### config.mk
export PLATFORM = sky130hd
export DESIGN_NAME = synchronous_fifo
export DESIGN_NICKNAME = d
export VERILOG_FILES = /design/src/rtl/synchronous_fifo_pkg.sv /design/src/rtl/synchronous_fifo_ram.sv /design/src/rtl/synchronous_fifo.sv
export SDC_FILE = /design/constraint.sdc
export NUM_CORES = 1
export LEC_CHECK = 0
export ABC_CLOCK_PERIOD_IN_PS = 6100
export CORE_ASPECT_RATIO = 1.1
export CORE_MARGIN = 2
export CORE_UTILIZATION = 35
export DETAILED_ROUTE_END_ITERATION = 16
export HOLD_SLACK_MARGIN = 0.06
export PLACE_DENSITY = 0.51
export SLEW_MARGIN = 10
export SYNTH_ARGS = -nofsm -noshare
export SYNTH_HDL_FRONTEND = slang
export SYNTH_SLANG_ARGS = --single-unit
### constraint.sdc
create_clock -name clk -period 6.1 [get_ports clk]
set_clock_uncertainty 0.15 [all_clocks]
set_input_delay 1.83 -clock clk [delete_from_list [all_inputs] [get_ports clk]]
set_output_delay 1.83 -clock clk [all_outputs]
set_load 0.005 [all_outputs]
### src/rtl/synchronous_fifo_pkg.sv
`default_nettype none
// +------------------------------------------------------------------+
// | Module   : synchronous_fifo_pkg                                  |
// | Purpose  : Shared defaults and pointer-width helper for the      |
// |            synchronous FIFO and its storage array.               |
// | Revision : 1.0 - initial release                                 |
// +------------------------------------------------------------------+
package synchronous_fifo_pkg;

    localparam int DEFAULT_DEPTH = 8;
    localparam int DEFAULT_WIDTH = 16;

    // Pointer width: address bits plus one wrap bit to tell full from empty.
    function automatic int ptr_width(input int depth);
        return $clog2(depth) + 1;
    endfunction

endpackage : synchronous_fifo_pkg
`default_nettype wire

### src/rtl/synchronous_fifo_ram.sv
`default_nettype none
// +------------------------------------------------------------------+
// | Module   : synchronous_fifo_ram                                  |
// | Purpose  : 1-write / 1-read register array. Writes happen on the |
// |            clock edge; the read port is a plain combinational    |
// |            lookup so the owner can register it as it sees fit.   |
// |            Contents are deliberately not reset.                  |
// | Revision : 1.0 - initial release                                 |
// +------------------------------------------------------------------+
module synchronous_fifo_ram
    import synchronous_fifo_pkg::*;
#(
    parameter int depth      = DEFAULT_DEPTH,
    parameter int width      = DEFAULT_WIDTH,
    parameter int addr_width = $clog2(depth)
) (
    input  logic                  clk,
    input  logic                  wr_en,
    input  logic [addr_width-1:0] wr_addr,
    input  logic [width-1:0]      wr_data,
    input  logic [addr_width-1:0] rd_addr,
    output logic [width-1:0]      rd_data
);

    logic [width-1:0] mem [depth];

    // Store the incoming word at the write address when enabled.
    always_ff @(posedge clk) begin
        if (wr_en) begin
            mem[wr_addr] <= wr_data;
        end
    end

    assign rd_data = mem[rd_addr];

endmodule : synchronous_fifo_ram
`default_nettype wire

### src/rtl/synchronous_fifo.sv
`default_nettype none
// +------------------------------------------------------------------+
// | Module   : synchronous_fifo                                      |
// | Purpose  : Single-clock FIFO with wrap-bit pointers, registered  |
// |            read data (one-clock latency) and combinational       |
// |            full/empty flags derived from the pointers.           |
// |            Optional macro SYNCHRONOUS_FIFO_ERR_FLAGS_EN adds     |
// |            registered overflow/underflow pulse outputs.          |
// | Revision : 1.0 - initial release                                 |
// +------------------------------------------------------------------+
module synchronous_fifo
    import synchronous_fifo_pkg::*;
#(
    parameter int fifo_depth = DEFAULT_DEPTH,
    parameter int fifo_width = DEFAULT_WIDTH
) (
    input  logic                  clk,
    input  logic                  rst_n,
    input  logic                  w_en,
    input  logic                  r_en,
    input  logic [fifo_width-1:0] data_in,
    output logic [fifo_width-1:0] data_out,
    output logic                  full,
    output logic                  empty
`ifdef SYNCHRONOUS_FIFO_ERR_FLAGS_EN
    ,
    output logic                  overflow,
    output logic                  underflow
`endif
);

    localparam int PTR_W  = ptr_width(fifo_depth);
    localparam int ADDR_W = PTR_W - 1;

    logic [PTR_W-1:0]      wr_ptr;
    logic [PTR_W-1:0]      rd_ptr;
    logic                  wr_accept;
    logic                  rd_accept;
    logic [fifo_width-1:0] ram_rd_data;

    // Equal pointers mean empty; same address with opposite wrap bits means full.
    assign empty = (wr_ptr == rd_ptr);
    assign full  = (wr_ptr[ADDR_W-1:0] == rd_ptr[ADDR_W-1:0]) &&
                   (wr_ptr[ADDR_W] != rd_ptr[ADDR_W]);

    // Flags as they stand before the edge gate each request; this alone makes
    // full+both accept only the read and empty+both accept only the write.
    assign wr_accept = w_en && !full;
    assign rd_accept = r_en && !empty;

    synchronous_fifo_ram #(
        .depth      (fifo_depth),
        .width      (fifo_width),
        .addr_width (ADDR_W)
    ) u_ram (
        .clk     (clk),
        .wr_en   (wr_accept),
        .wr_addr (wr_ptr[ADDR_W-1:0]),
        .wr_data (data_in),
        .rd_addr (rd_ptr[ADDR_W-1:0]),
        .rd_data (ram_rd_data)
    );

    // Advance pointers on accepted operations and register the head word on reads.
    always_ff @(posedge clk) begin
        if (!rst_n) begin
            wr_ptr   <= '0;
            rd_ptr   <= '0;
            data_out <= '0;
        end else begin
            if (wr_accept) begin
                wr_ptr <= wr_ptr + PTR_W'(1);
            end
            if (rd_accept) begin
                rd_ptr   <= rd_ptr + PTR_W'(1);
                data_out <= ram_rd_data;
            end
        end
    end

`ifdef SYNCHRONOUS_FIFO_ERR_FLAGS_EN
    // One-cycle pulses flagging a dropped write or a read attempted while empty.
    always_ff @(posedge clk) begin
        if (!rst_n) begin
            overflow  <= 1'b0;
            underflow <= 1'b0;
        end else begin
            overflow  <= w_en && full;
            underflow <= r_en && empty;
        end
    end
`endif

endmodule : synchronous_fifo
`default_nettype wire

==> flow_summary.yaml, run 1 <==
clocking:
  clkSinkCount: 152
  path_clk_slew_ps: 60
  htree_levels: 4
  post_cts.resized_instances: 0
  tritoncts_clock_tree: "done"
  cts.path.max_buffers: 2
  worstSkewPairLatency_ps: 410
  cts_made_buffers: 17
  post-cts-setup-buffer-count: 0
  postCtsHoldBufs: 0
  cts_root_buf: "clkbuf_16"
synth:
  postSynthAreaPerCell_um2: 20.5
  ys_ff_latch: 152
  synth_warnings: 0
  portion_of_synthesized_cell_area_occupied_by_the_leading_cell_type: 0.659
  share_of_the_yosys_chip_area_belonging_to_registers: 0.741
  synth_cell_types: 32
  synthTopCellsByArea: "edfxtp_1 (66%), mux4_2 (12%), dfxtp_1 (8.2%), mux2_2 (3.1%), a22o_1 (2.4%)"
  yosys.area.top_type: "edfxtp_1"
  synthesis.nets: 307
  synth.cell_area_um2: 5840
  syn_inst: 285
global_routing:
  groute.usage.overall: 0.140
  antenna_violations_before_repair: 0
  grt_max_degree: 37
  grt-ovfl-total: 0
  grt_pass1_vias: 3008
  grt_first_pass_wirelength_um: 18000
setup_path:
  critical_path.cell_chain: "xor2_1 > or2_2 > nor3_1 > clkdlybuf4s50_1"
  critPathBufInv: 1
  cp_slowest_stage_delay_ps: 530
  critical_path.slowest_cell: "dfxtp_1"
  regToRegStartpoint: "rd_ptr[2]$_SDFFE_PN0P_"
  crit_arrival_ps: 2190
  worst_ep_required_time_ps: 4120
  worst-setup-path-type: "reg -> out"
  endpoint: "full"
  cp-end-kind: "output pin"
  crit_family: "flip-flops"
  worst-r2r-cell-count: 6
  worst-path-stages: 4
  timing.critical_path.from: "wr_ptr[0]$_SDFFE_PN0P_"
  r2r_slack_ps: 3130
  r2r_end: "u_ram.mem[5][3]$_DFFE_PP_"
  worst-path-max-fanout: 8
  worstSetupStartpointType: "flip-flop"
timing:
  final_total_negative_setup_slack_ps: 0
  worst_pin_slew_ps: 721
  fmax_mhz: 240
  layout_min_cycle_time_ps: 4170
  finalMaxSlewViolations: 0
  holdWs_ps: 328
  timing.max_slew.rel_slack: 0.516
  finalWorstSetupSlack_ps: 1930
  finalCritPeriodShare: 0.683
  timing.final.hold_violations: 0
  grt_setup_unrepaired: "no"
  final-setup-viol-count: 0
placed_design:
  place_hpwl_um: 6630
  dp_cells: 523
  place_area_um2: 6470
  dp_slack_ps: 1990
  routability_congestion_estimate: 0.697
  placement.io_buffers: 37
floorplan:
  die_h_um: 139
  num_rows: 49
  die_w_um: 127
  top_ports: 38
  initial_utilization: 0.358
  design.core.area_um2: 16300
  floorplan.die_area_um2: 17700
cells_and_area:
  synthToLayoutAreaGrowth_pct: 21.3
  final_layout_size_suffix_gt1_frac: 0.276
  finish.utilization: 0.434
  finish.instance_area_um2: 7080
  antenna_diode_instance_count: 0
  finalNetCount: 360
  post_layout_nonfiller_instances: 555
min_path:
  hp-start: "data_out[10]$_SDFFE_PN0P_"
  hold_path.class: "reg -> reg"
route:
  drc_errors: 0
  vias_cell: 5.09
  max_used_layer: "met4"
  m1WireLength_um: 5070
  dr_wl_met2_um: 5680
  detail-route-antenna-nets: 0
  routedWlPerCell_um: 20.4
  detailedRoute.firstPassIterationCount: 5
  via_count: 2823
  met3WireLength_um: 415
  detail_route.wirelength_um: 11300
  initialDrtViolationCount: 159
power_and_ir_drop:
  power_per_cell_area_nw_per_um2: 356
  vdd_drop_max_v: 0.000154
  static_leakage_nw: 2.30
  design_power_total_mw: 2.52
status:
  outcome: "finished clean"
run:
  timing.max_cap.violations: 0
## layout make-up
cell class | instances | area [µm²]
clock inverters | 7 | 115
fillers | 1454 | 9230
repair buffers | 50 | 468
clock buffers | 25 | 495
multi-input cells | 115 | 1410
inverters | 2 | 7.51
flip-flops and latches | 152 | 4330
well taps | 204 | 255
## where the power goes
group	total [mW]	leakage (nW)	internal [mW]	switching, mW
clock network	1.06	0.295	0.686	0.375
registers	1.19	1.36	1.17	0.0197
logic	0.271	0.646	0.146	0.125
## flip-flops by register name (all words and copies together), names as in the netlist
| signal | flops |
|---|---|
| u_ram.mem | 128 |
| wr_ptr | 4 |
| data_out | 16 |
| rd_ptr | 4 |
## how the worst min path moves through the flow
stage	to	slack, ps	depth (start not counted)
floorplan	data_out[2]$_SDFFE_PN0P_	320	1
global route	data_out[4]$_SDFFE_PN0P_	350	1
detailed placement	data_out[10]$_SDFFE_PN0P_	310	1
CTS	data_out[10]$_SDFFE_PN0P_	330	1
global placement	data_out[10]$_SDFFE_PN0P_	310	1
finish	data_out[10]$_SDFFE_PN0P_	330	1
## cell usage in the layout, fill, tap and decap left out, types with 2 or more instances in the layout
cell               n
nand2_1            8
bufinv_16          3
clkdlybuf4s50_1   37
clkbuf_8           4
edfxtp_1         128
mux2_2            16
nor2_1             5
buf_4             13
clkbuf_1           4
and2_1             2
nor3_2             3
nor3_1             2
xnor2_1            2
clkbuf_16         17
dfxtp_1           23
mux4_2            32
ha_1               2
mux2i_1            3
a22o_1            16
inv_1              2
nand2b_1           6
or2_2              2
xor2_1             4
nand3_1            2
o21ai_0            2
## synth_stat cells
cell,count
nand4_1,1
o31ai_1,1
and2_1,2
or2_2,2
nand3_1,2
clkbuf_2,1
o41ai_4,1
ha_1,2
inv_1,2
o21ai_0,2
and2_4,1
clkbuf_1,3
buf_2,4
nor2b_1,1
nand2_1,8
buf_1,2
xor2_1,4
edfxtp_1,128
a22o_1,16
mux2_2,16
o211ai_1,1
nor2_1,5
xnor2_1,2
nand2b_1,6
nor3_1,5
mux4_2,32
mux2i_1,3
buf_4,1
buf_6,5
o41a_1,1
xor2_2,1
dfxtp_1,24
## cell families after synthesis
logic type,after synthesis,synth area share
adders and majority gates,2,0.00429
DFF,152,0.741
and+or+nand+nor,33,0.0287
AOI/OAI and AO/OA,22,0.0349
xor gates and xnor gates,7,0.0118
buffers and inverters,18,0.0197
muxes,51,0.160
## metal layers
metal,up-vias,global-route usage
met5,-,0
met4,0,0.0497
met3,11,0.0411
met2,53,0.224
met1,1492,0.183
li1,1267,-
Power figures use the tool's default switching activity.
==> run 2, diff against run 1 <==
- ABC_CLOCK_PERIOD_IN_PS: 6100 -> 3630
- PLACE_DENSITY: 0.51 -> 0.53
- clock period: 6.1 -> 3.63 ns (I/O delays scaled with it)
==> run 2 against run 1 <==
  * Clock-buffer cell count is 4 lower
  * Design area is 0.19% higher
  * Power is 68% higher
  * Largest power group unchanged
==> flow_summary.yaml, run 2 (synthesis results as in run 1) <==
status:
  outcome: "finished clean"
timing:
  final-setup-viol-count: 0
  fmax_mhz: 290
  worst_pin_slew_ps: 719
  grt_setup_unrepaired: "no"
  finalWorstSetupSlack_ps: 184
  final_total_negative_setup_slack_ps: 0
  holdWs_ps: 344
  finalMaxSlewViolations: 0
  finalCritPeriodShare: 0.949
  layout_min_cycle_time_ps: 3450
  timing.max_slew.rel_slack: 0.520
  timing.final.hold_violations: 0
route:
  detailedRoute.firstPassIterationCount: 4
  routedWlPerCell_um: 20.6
  detail-route-antenna-nets: 0
  initialDrtViolationCount: 188
  via_count: 2771
  drc_errors: 0
  detail_route.wirelength_um: 11500
  vias_cell: 4.96
floorplan:
  die_w_um: 127
  top_ports: 38
  initial_utilization: 0.358
  die_h_um: 139
  floorplan.die_area_um2: 17700
  design.core.area_um2: 16300
  num_rows: 49
setup_path:
  worst-r2r-cell-count: 5
  crit_family: "flip-flops"
  critical_path.cell_chain: "xor2_1 > or2_2 > nor3_1 > clkdlybuf4s50_1"
  cp_slowest_stage_delay_ps: 550
  worst_ep_required_time_ps: 2390
  cp-end-kind: "output pin"
  crit_arrival_ps: 2210
  critPathBufInv: 1
  worst-setup-path-type: "reg -> out"
  worst-path-max-fanout: 8
  worstSetupStartpointType: "flip-flop"
  critical_path.slowest_cell: "dfxtp_1"
  worst-path-stages: 4
power_and_ir_drop:
  static_leakage_nw: 2.32
  vdd_drop_max_v: 0.000321
  design_power_total_mw: 4.23
  power_per_cell_area_nw_per_um2: 597
min_path:
  holdPathStages: 1
  hold_path.class: "reg -> reg"
clocking:
  postCtsHoldBufs: 0
  path_clk_slew_ps: 60
  cts_root_buf: "clkbuf_16"
  cts.path.max_buffers: 2
  tritoncts_clock_tree: "done"
  clkSinkCount: 152
  cts_made_buffers: 17
  post-cts-setup-buffer-count: 0
  post_cts.resized_instances: 0
  htree_levels: 4
  worstSkewPairLatency_ps: 410
cells_and_area:
  finalNetCount: 364
  layout_commonest_cell: "edfxtp_1"
  most_flop_heavy_register: "u_ram.mem"
  multi_input_gate_area_in_the_final_layout_um2: 1410
  reg_top3: "u_ram.mem x128, data_out x16"
  final-seq-area_um2: 4330
  antenna_diode_instance_count: 0
  largest_register_ff_count: 128
  final_layout_size_suffix_gt1_frac: 0.285
  most-common-layout-cells: "edfxtp_1 (128), clkdlybuf4s50_1 (37), mux4_2 (32), dfxtp_1 (23)"
  synthToLayoutAreaGrowth_pct: 21.5
  num-fill-cells: 1440
global_routing:
  grt-ovfl-total: 0
  grt_max_degree: 36
  grt_first_pass_wirelength_um: 18000
  grt_pass1_vias: 2992
  antenna_violations_before_repair: 0
  groute.usage.overall: 0.141
placed_design:
  place_hpwl_um: 6780
  placement.io_buffers: 37
  dp_slack_ps: 624
  routability_congestion_estimate: 0.671
run:
  timing.max_cap.violations: 0
==> run 2: area by class of cell <==
class,instances,share of cell area
sequential,152,0.610
clock inverter,11,0.0217
clock buffer,21,0.0621
inverter,2,0.00106
tap,204,0.0360
multi-input combinational,115,0.199
timing repair buffer,54,0.0702
==> run 2: path summary, 6_finish.rpt <==
| kind | from | endpoint | slack, ps |
|---|---|---|---|
| setup / recovery | wr_ptr[0]$_SDFFE_PN0P_ | full | 180 |
| hold / removal | data_out[3]$_SDFFE_PN0P_ | data_out[3]$_SDFFE_PN0P_ | 340 |
| setup reg to reg | wr_ptr[0]$_SDFFE_PN0P_ | data_out[0]$_SDFFE_PN0P_ | 1110 |
| hold reg to reg | data_out[3]$_SDFFE_PN0P_ | data_out[3]$_SDFFE_PN0P_ | 340 |
==> run 2: per-stage QoR <==
step	area, µm²	util	std cells
floorplan	5840	-	285
global route	7090	0.435	559
CTS	7090	0.435	559
detailed placement	6500	0.398	527
finish	7090	0.435	559
global placement	6500	0.398	527
==> run 2: worst register-to-register path: stages (launching register included) <==
cell	delay [ps]
dfxtp_1	550
xor2_1	210
o41a_1	550
nor2b_1	540
buf_4	310
a22o_1	160
==> run 2: routing by layer <==
layer	global-route usage	part of all wire	routed length, µm
met3	0.0384	0.032	372
met5	0	0	0
met4	0.0521	0.015	172
met2	0.211	0.47	5400
met1	0.199	0.48	5590
==> run 2: power breakdown <==
part           leakage [nW]  switching [mW]  internal [mW]
sequential             1.36          0.0425           1.97
combinational         0.667           0.202          0.247
clock                 0.296           0.633           1.14
total                  2.32           0.877           3.35
